File: config.mk
export PLATFORM = sky130hd
export DESIGN_NAME = id_ex_stage_flat
export DESIGN_NICKNAME = d
export VERILOG_FILES = /design/src/rtl/id_ex_stage_if.sv /design/src/rtl/id_ex_stage.sv /design/src/flat_wrapper.sv
export SDC_FILE = /design/constraint.sdc
export NUM_CORES = 1
export LEC_CHECK = 0
export CAP_MARGIN = 25
export CORE_UTILIZATION = 40
export CTS_CLUSTER_DIAMETER = 60
export CTS_CLUSTER_SIZE = 20
export DETAILED_ROUTE_END_ITERATION = 16
export GPL_TIMING_DRIVEN = 0
export PLACE_DENSITY = 0.62
export SLEW_MARGIN = 20
export SYNTH_ARGS = -nofsm -noshare
export SYNTH_HDL_FRONTEND = slang
export SYNTH_SLANG_ARGS = --single-unit
File: constraint.sdc
create_clock -name clk -period 3.67 [get_ports clk]
set_clock_uncertainty 0.05 [all_clocks]
set_input_delay 0.5505 -clock clk [delete_from_list [all_inputs] [get_ports clk]]
set_output_delay 0.5505 -clock clk [all_outputs]
set_load 0.01 [all_outputs]
File: src/rtl/id_ex_stage_if.sv
// Decode/execute stage bus: decode side, register-file read data, write-back
// snoop and the execute-side handshake, grouped so the stage takes one port.
interface id_ex_stage_if #(
  parameter int XLEN   = 32,
  parameter int CTRL_W = 16
);
  logic              flush;
  logic              id_valid;
  logic              id_ready;
  logic [4:0]        id_rs1;
  logic [4:0]        id_rs2;
  logic [XLEN-1:0]   rf_rd1;
  logic [XLEN-1:0]   rf_rd2;
  logic [XLEN-1:0]   id_imm;
  logic [4:0]        id_rd;
  logic [CTRL_W-1:0] id_ctrl;
  logic              wb_we;
  logic [4:0]        wb_addr;
  logic [XLEN-1:0]   wb_data;
  logic              ex_valid;
  logic              ex_ready;
  logic [XLEN-1:0]   ex_rs1_val;
  logic [XLEN-1:0]   ex_rs2_val;
  logic [XLEN-1:0]   ex_imm;
  logic [4:0]        ex_rd;
  logic [CTRL_W-1:0] ex_ctrl;

  // stage side
  modport slave (
    input  flush, id_valid, id_rs1, id_rs2, rf_rd1, rf_rd2, id_imm, id_rd, id_ctrl,
    input  wb_we, wb_addr, wb_data, ex_ready,
    output id_ready, ex_valid, ex_rs1_val, ex_rs2_val, ex_imm, ex_rd, ex_ctrl
  );

  // decode / execute / write-back side
  modport master (
    output flush, id_valid, id_rs1, id_rs2, rf_rd1, rf_rd2, id_imm, id_rd, id_ctrl,
    output wb_we, wb_addr, wb_data, ex_ready,
    input  id_ready, ex_valid, ex_rs1_val, ex_rs2_val, ex_imm, ex_rd, ex_ctrl
  );
endinterface

File: src/rtl/id_ex_stage.sv
// ID->EX pipeline stage: captures register operands with write-back bypass and
// hands them to EX through a 2-entry skid buffer (HEAD drives EX, SKID overflow).
// Held operands keep tracking later register-file writes until they are consumed.
module id_ex_stage #(
  parameter int XLEN   = 32,
  parameter int CTRL_W = 16
) (
  input logic         clk,
  input logic         rst,   // active-low, asynchronous
  id_ex_stage_if.slave bus
);

  typedef struct packed {
    logic [4:0]        rs1;
    logic [4:0]        rs2;
    logic [XLEN-1:0]   rs1_val;
    logic [XLEN-1:0]   rs2_val;
    logic [XLEN-1:0]   imm;
    logic [4:0]        rd;
    logic [CTRL_W-1:0] ctrl;
  } ent_t;

  typedef enum logic [1:0] {S_EMPTY, S_ONE, S_FULL} state_t;

  state_t state, state_nx;
  ent_t   head, skid, cap;
  logic   accept, pop;
  logic   ex_valid_c, id_ready_c;
  logic   ld_head_cap, ld_skid_cap, mv_skid;

  // Operand as seen at capture: x0 is hard zero, a same-cycle write wins over RD.
  function automatic logic [XLEN-1:0] byp(input logic [4:0] a, input logic [XLEN-1:0] rf,
                                          input logic we, input logic [4:0] wa,
                                          input logic [XLEN-1:0] wd);
    if (a == 5'd0)            return '0;
    else if (we && wa == a)   return wd;
    else                      return rf;
  endfunction

  // Held entry snooping write-back; writes to x0 never land.
  function automatic ent_t refresh(input ent_t e, input logic we, input logic [4:0] wa,
                                   input logic [XLEN-1:0] wd);
    ent_t r;
    r = e;
    if (we && wa != 5'd0 && wa == e.rs1) r.rs1_val = wd;
    if (we && wa != 5'd0 && wa == e.rs2) r.rs2_val = wd;
    return r;
  endfunction

  // Readiness depends only on the state register, so ex_ready never reaches id_ready.
  assign accept = bus.id_valid && (state != S_FULL) && !bus.flush;
  assign pop    = (state != S_EMPTY) && bus.ex_ready;

  // State register
  always_ff @(posedge clk or negedge rst) begin
    if (!rst) state <= S_EMPTY;
    else      state <= state_nx;
  end

  // Next-state: flush overrides everything, FULL never accepts
  always_comb begin
    state_nx = state;
    if (bus.flush) state_nx = S_EMPTY;
    else begin
      case (state)
        S_EMPTY: if (accept) state_nx = S_ONE;
        S_ONE: begin
          if (accept && !pop)      state_nx = S_FULL;
          else if (pop && !accept) state_nx = S_EMPTY;
        end
        S_FULL:  if (pop) state_nx = S_ONE;
        default: state_nx = S_EMPTY;
      endcase
    end
  end

  // Outputs and datapath steering decoded from state
  always_comb begin
    ex_valid_c  = (state != S_EMPTY);
    id_ready_c  = (state != S_FULL);
    ld_head_cap = accept && ((state == S_EMPTY) || (state == S_ONE && pop));
    ld_skid_cap = accept && (state == S_ONE) && !pop;
    mv_skid     = pop && (state == S_FULL);
  end

  // Capture image of the incoming instruction
  always_comb begin
    cap         = '0;
    cap.rs1     = bus.id_rs1;
    cap.rs2     = bus.id_rs2;
    cap.rs1_val = byp(bus.id_rs1, bus.rf_rd1, bus.wb_we, bus.wb_addr, bus.wb_data);
    cap.rs2_val = byp(bus.id_rs2, bus.rf_rd2, bus.wb_we, bus.wb_addr, bus.wb_data);
    cap.imm     = bus.id_imm;
    cap.rd      = bus.id_rd;
    cap.ctrl    = bus.id_ctrl;
  end

  // Entry storage; refreshing an entry that is invalid or being popped is harmless
  always_ff @(posedge clk or negedge rst) begin
    if (!rst) begin
      head <= '0;
      skid <= '0;
    end else begin
      if (ld_head_cap)  head <= cap;
      else if (mv_skid) head <= refresh(skid, bus.wb_we, bus.wb_addr, bus.wb_data);
      else              head <= refresh(head, bus.wb_we, bus.wb_addr, bus.wb_data);
      if (ld_skid_cap)  skid <= cap;
      else              skid <= refresh(skid, bus.wb_we, bus.wb_addr, bus.wb_data);
    end
  end

  assign bus.id_ready   = id_ready_c;
  assign bus.ex_valid   = ex_valid_c;
  assign bus.ex_rs1_val = head.rs1_val;
  assign bus.ex_rs2_val = head.rs2_val;
  assign bus.ex_imm     = head.imm;
  assign bus.ex_rd      = head.rd;
  assign bus.ex_ctrl    = head.ctrl;

endmodule
File: src/flat_wrapper.sv
// flat-port wrapper written by rule: the top's interface ports become plain ports
module id_ex_stage_flat 
#(
  parameter int XLEN   = 32,
  parameter int CTRL_W = 16
)
  (clk, rst, bus_flush, bus_id_valid, bus_id_rs1, bus_id_rs2, bus_rf_rd1, bus_rf_rd2, bus_id_imm, bus_id_rd, bus_id_ctrl, bus_wb_we, bus_wb_addr, bus_wb_data, bus_ex_ready, bus_id_ready, bus_ex_valid, bus_ex_rs1_val, bus_ex_rs2_val, bus_ex_imm, bus_ex_rd, bus_ex_ctrl);
  id_ex_stage_if #(.XLEN(XLEN), .CTRL_W(CTRL_W)) bus_i ();
  input logic clk;
  input logic rst;
  input wire logic [$bits(bus_i.flush)-1:0] bus_flush;
  input wire logic [$bits(bus_i.id_valid)-1:0] bus_id_valid;
  input wire logic [$bits(bus_i.id_rs1)-1:0] bus_id_rs1;
  input wire logic [$bits(bus_i.id_rs2)-1:0] bus_id_rs2;
  input wire logic [$bits(bus_i.rf_rd1)-1:0] bus_rf_rd1;
  input wire logic [$bits(bus_i.rf_rd2)-1:0] bus_rf_rd2;
  input wire logic [$bits(bus_i.id_imm)-1:0] bus_id_imm;
  input wire logic [$bits(bus_i.id_rd)-1:0] bus_id_rd;
  input wire logic [$bits(bus_i.id_ctrl)-1:0] bus_id_ctrl;
  input wire logic [$bits(bus_i.wb_we)-1:0] bus_wb_we;
  input wire logic [$bits(bus_i.wb_addr)-1:0] bus_wb_addr;
  input wire logic [$bits(bus_i.wb_data)-1:0] bus_wb_data;
  input wire logic [$bits(bus_i.ex_ready)-1:0] bus_ex_ready;
  output wire logic [$bits(bus_i.id_ready)-1:0] bus_id_ready;
  output wire logic [$bits(bus_i.ex_valid)-1:0] bus_ex_valid;
  output wire logic [$bits(bus_i.ex_rs1_val)-1:0] bus_ex_rs1_val;
  output wire logic [$bits(bus_i.ex_rs2_val)-1:0] bus_ex_rs2_val;
  output wire logic [$bits(bus_i.ex_imm)-1:0] bus_ex_imm;
  output wire logic [$bits(bus_i.ex_rd)-1:0] bus_ex_rd;
  output wire logic [$bits(bus_i.ex_ctrl)-1:0] bus_ex_ctrl;
  assign bus_i.flush = bus_flush;
  assign bus_i.id_valid = bus_id_valid;
  assign bus_i.id_rs1 = bus_id_rs1;
  assign bus_i.id_rs2 = bus_id_rs2;
  assign bus_i.rf_rd1 = bus_rf_rd1;
  assign bus_i.rf_rd2 = bus_rf_rd2;
  assign bus_i.id_imm = bus_id_imm;
  assign bus_i.id_rd = bus_id_rd;
  assign bus_i.id_ctrl = bus_id_ctrl;
  assign bus_i.wb_we = bus_wb_we;
  assign bus_i.wb_addr = bus_wb_addr;
  assign bus_i.wb_data = bus_wb_data;
  assign bus_i.ex_ready = bus_ex_ready;
  assign bus_id_ready = bus_i.id_ready;
  assign bus_ex_valid = bus_i.ex_valid;
  assign bus_ex_rs1_val = bus_i.ex_rs1_val;
  assign bus_ex_rs2_val = bus_i.ex_rs2_val;
  assign bus_ex_imm = bus_i.ex_imm;
  assign bus_ex_rd = bus_i.ex_rd;
  assign bus_ex_ctrl = bus_i.ex_ctrl;
  id_ex_stage #(.XLEN(XLEN), .CTRL_W(CTRL_W)) u_core (.clk(clk), .rst(rst), .bus(bus_i));
endmodule
==> reports/metrics.yaml <==
outcome:
  status: "complete, no violations"
drt:
  drc: 0
  drt-total-wl_um: 43200
  drt_iter0_drc: 638
  dr.pass1.iters: 7
  vias_per_cell: 5.32
  ant_nets: 0
  post_drt_wl_per_cell_um: 19.7
  route.vias.total: 11600
grt:
  grt_pass1_vias: 12100
  grt_pass1_wl_um: 67400
  grt_usage: 0.234
  grt_max_degree: 99
  grt_overflow_total: 0
  antenna_found_initial: 2
worst_setup_path:
  cp-end-kind: "register"
  crit_top_cell: "clkbuf_1"
  cp_top_family: "buffers and inverters"
  crit_fanout: 10
  crit_arrival_ns: 3.38
  worstSetupPathType: "input pin to register"
  cp.required_ns: 4.02
  slowest_stage: "clkbuf_1"
  cp_num_buf_inv: 5
  cp-start-kind: "input pin"
  critPathMaxStageDelay_ns: 0.55
  critical_path.cell_chain: "clkdlybuf4s50_1 -> and3b_1 -> clkbuf_1 -> a21oi_1 -> clkbuf_1 -> o41ai_1 -> clkbuf_2 -> clkbuf_1 -> o311ai_0 -> a22oi_1"
synth:
  synth_fp_nets: 1561
  syn_avg_cell_area_um2: 10.3
  synth_ff_type: "dfrtp_1"
  post_synth_and_or_nand_nor_area_fraction: 0.104
  synth_top_cells_by_count: "256 x dfrtp_1, 230 x nand2_1, 161 x mux2i_1"
  yosysWarningCount: 0
  ys_seq_elements: 256
  synth_seq_area_share: 0.446
  synth_top_area_share: 0.446
  yosys.area_share.adder: 0.000870
  synth_compound_area_frac: 0.149
  synth_cell_type_count: 44
  synth.area.top_cells: "dfrtp_1 45%, mux2i_1 11%, mux2_2 7.4%"
  synth_xor_area_frac: 0.0183
  synthMostInstantiatedCell: "dfrtp_1"
  syn_area_um2: 14400
  synth_cells: 1390
  synth_mux_area_frac: 0.187
  synth_top_family_by_area: "multiplexers"
  async_reset_ff_frac: 1.00
  synth_edf_count: 0
  synth_top_cell_by_area: "dfrtp_1"
floorplanning:
  die_h_um: 192
  boundaryPins: 289
  fp.dieW_um: 192
  rows: 69
  dieArea_um2: 36700
  core_um2: 35500
  start_util: 0.405
sta:
  slew_violations: 0
  worst_slew_pin_slew_ns: 1.04
  rsz0062_at_grt: "false"
  fmax_mhz: 331
  relSlewSlack: 0.304
  finalCritPeriodShare: 0.824
  final_hold_viol_count: 0
  min_period_ns: 3.03
  fin_hold_ws_ns: 0.428
  finalSetupViolations: 0
clocking:
  clockRootBuffer: "clkbuf_16"
  post_cts_buffers: 0
  clockBufferDepth: 3
  cts_buffers: 26
  cts_tree: "yes"
  insertion_delay_ns: 0.55
  hold_buffers: 1
  clock_sinks: 256
  cts_max_level: 1
  postCtsResizedCells: 0
  cts.reportedPaths.clkPinSlew_ns: 0.07
power_and_ir_drop:
  totalPowerFinal_w: 0.00983
  max-vdd-ir-drop_uv: 400
  leakagePower_nw: 8.84
  power_density_nw_per_um2: 523
placement:
  place_inst: 2136
  io_buffers: 283
  place_hpwl_um: 30400
  place.gp.congestion: 0.801
finish:
  regArea_um2: 6410
  area_growth_pct: 30.9
  nNetsFinal: 1876
  multi_input_area_um2: 6610
  finalNonFillerCells: 2188
  drive_above_1_share: 0.190
  fillers: 3220
worst_hold_path:
  hp-class: "register to register"
run:
  max_cap_violations: 0
[worst min-delay path, cell delays in order (launching register included)]
cell and delay, ns:
dfrtp_1 0.34, nand2_1 0.05, nand2_1 0.05
[registers in the layout, summed over array words and instances, names as in the netlist]
name / count
u_core.skid: 127
u_core.bus.ex_imm: 32
u_core.bus.ex_rs1_val: 32
u_core.bus.ex_rs2_val: 32
u_core.bus.ex_ctrl: 16
u_core.head: 10
u_core.bus.ex_rd: 5
u_core.state: 2
[per-layer routing]
layer  share of wire  up-vias  global-route usage
li1                -     5471                   -
met3           0.058       79              0.0358
met4           0.027        0              0.0769
met5               0        -                   0
met2            0.46      369               0.376
met1            0.46     5723               0.323
[layout by cell type, fill, tap and decap left out, types with 3 or more instances in the layout]
cell type / n
a21boi_0: 32
a221oi_2: 30
a22oi_1: 95
and3_1: 33
buf_1: 9
buf_2: 17
buf_4: 123
buf_6: 5
clkbuf_1: 78
clkbuf_16: 27
clkdlybuf4s50_1: 282
clkinv_8: 5
dfrtp_1: 256
inv_6: 3
mux2_2: 95
mux2i_1: 161
nand2_1: 230
nand2b_1: 3
nor2_1: 71
o21ai_0: 63
o311ai_0: 27
o311ai_1: 5
xnor2_1: 20
xor2_1: 10
[path summary, 6_finish.rpt]
| kind | start | to | cells after the start | slack (ns) |
|---|---|---|---|---|
| max | bus_ex_ready | u_core.bus.ex_rs2_val[6]$_DFFE_PN0P_ | 10 | 0.64 |
| min | u_core.bus.ex_imm[8]$_DFFE_PN0P_ | u_core.bus.ex_imm[8]$_DFFE_PN0P_ | 2 | 0.43 |
| max reg2reg | u_core.state[1]$_DFFE_PN0P_ | u_core.bus.ex_rs2_val[6]$_DFFE_PN0P_ | 9 | 0.69 |
| min reg2reg | u_core.bus.ex_imm[8]$_DFFE_PN0P_ | u_core.bus.ex_imm[8]$_DFFE_PN0P_ | 2 | 0.43 |
| max in group asynchronous | rst | u_core.skid[120]$_DFFE_PN0P_ | 4 | 1.71 |
| min in group asynchronous | rst | u_core.bus.ex_rs1_val[26]$_DFFE_PN0P_ | 2 | 0.52 |
[where the power goes]
| group | internal, W | switching [W] | total, W |
|---|---|---|---|
| Combinational | 0.00161 | 0.00124 | 0.00285 |
| Sequential | 0.00364 | 0.000457 | 0.00410 |
| Clock | 0.00157 | 0.00131 | 0.00288 |
[cells by family after synthesis]
logic type,count (synthesis)
compound gates,264
xor+xnor,30
fa+ha+maj,1
buf+inv,229
flops,256
mux,256
simple gates,354
[through the flow]
| stage | cell area, um^2 | utilization | TNS [ns] | setup WS (ns) |
|---|---|---|---|---|
| global placement | 17800 | 0.501 | -2469.72 | -9.67 |
| finish | 18800 | 0.530 | 0 | 0.644 |
| CTS | 18800 | 0.530 | 0 | 0.678 |
| detailed placement | 17900 | 0.503 | 0 | 0.103 |
| global route | 18800 | 0.530 | 0 | 0.441 |
| floorplan | 14400 | - | 0 | 1.31 |
[final cells by class]
cell class | instances | area share
Buffer | 229 | 0.0733
Clock buffer | 31 | 0.0372
Multi-Input combinational cell | 905 | 0.351
Sequential cell | 256 | 0.340
Tap cell | 461 | 0.0307
Timing Repair Buffer | 287 | 0.155
Clock inverter | 17 | 0.0124
Antenna cell | 2 | 0.000266
(Power assumes the default switching activity.)
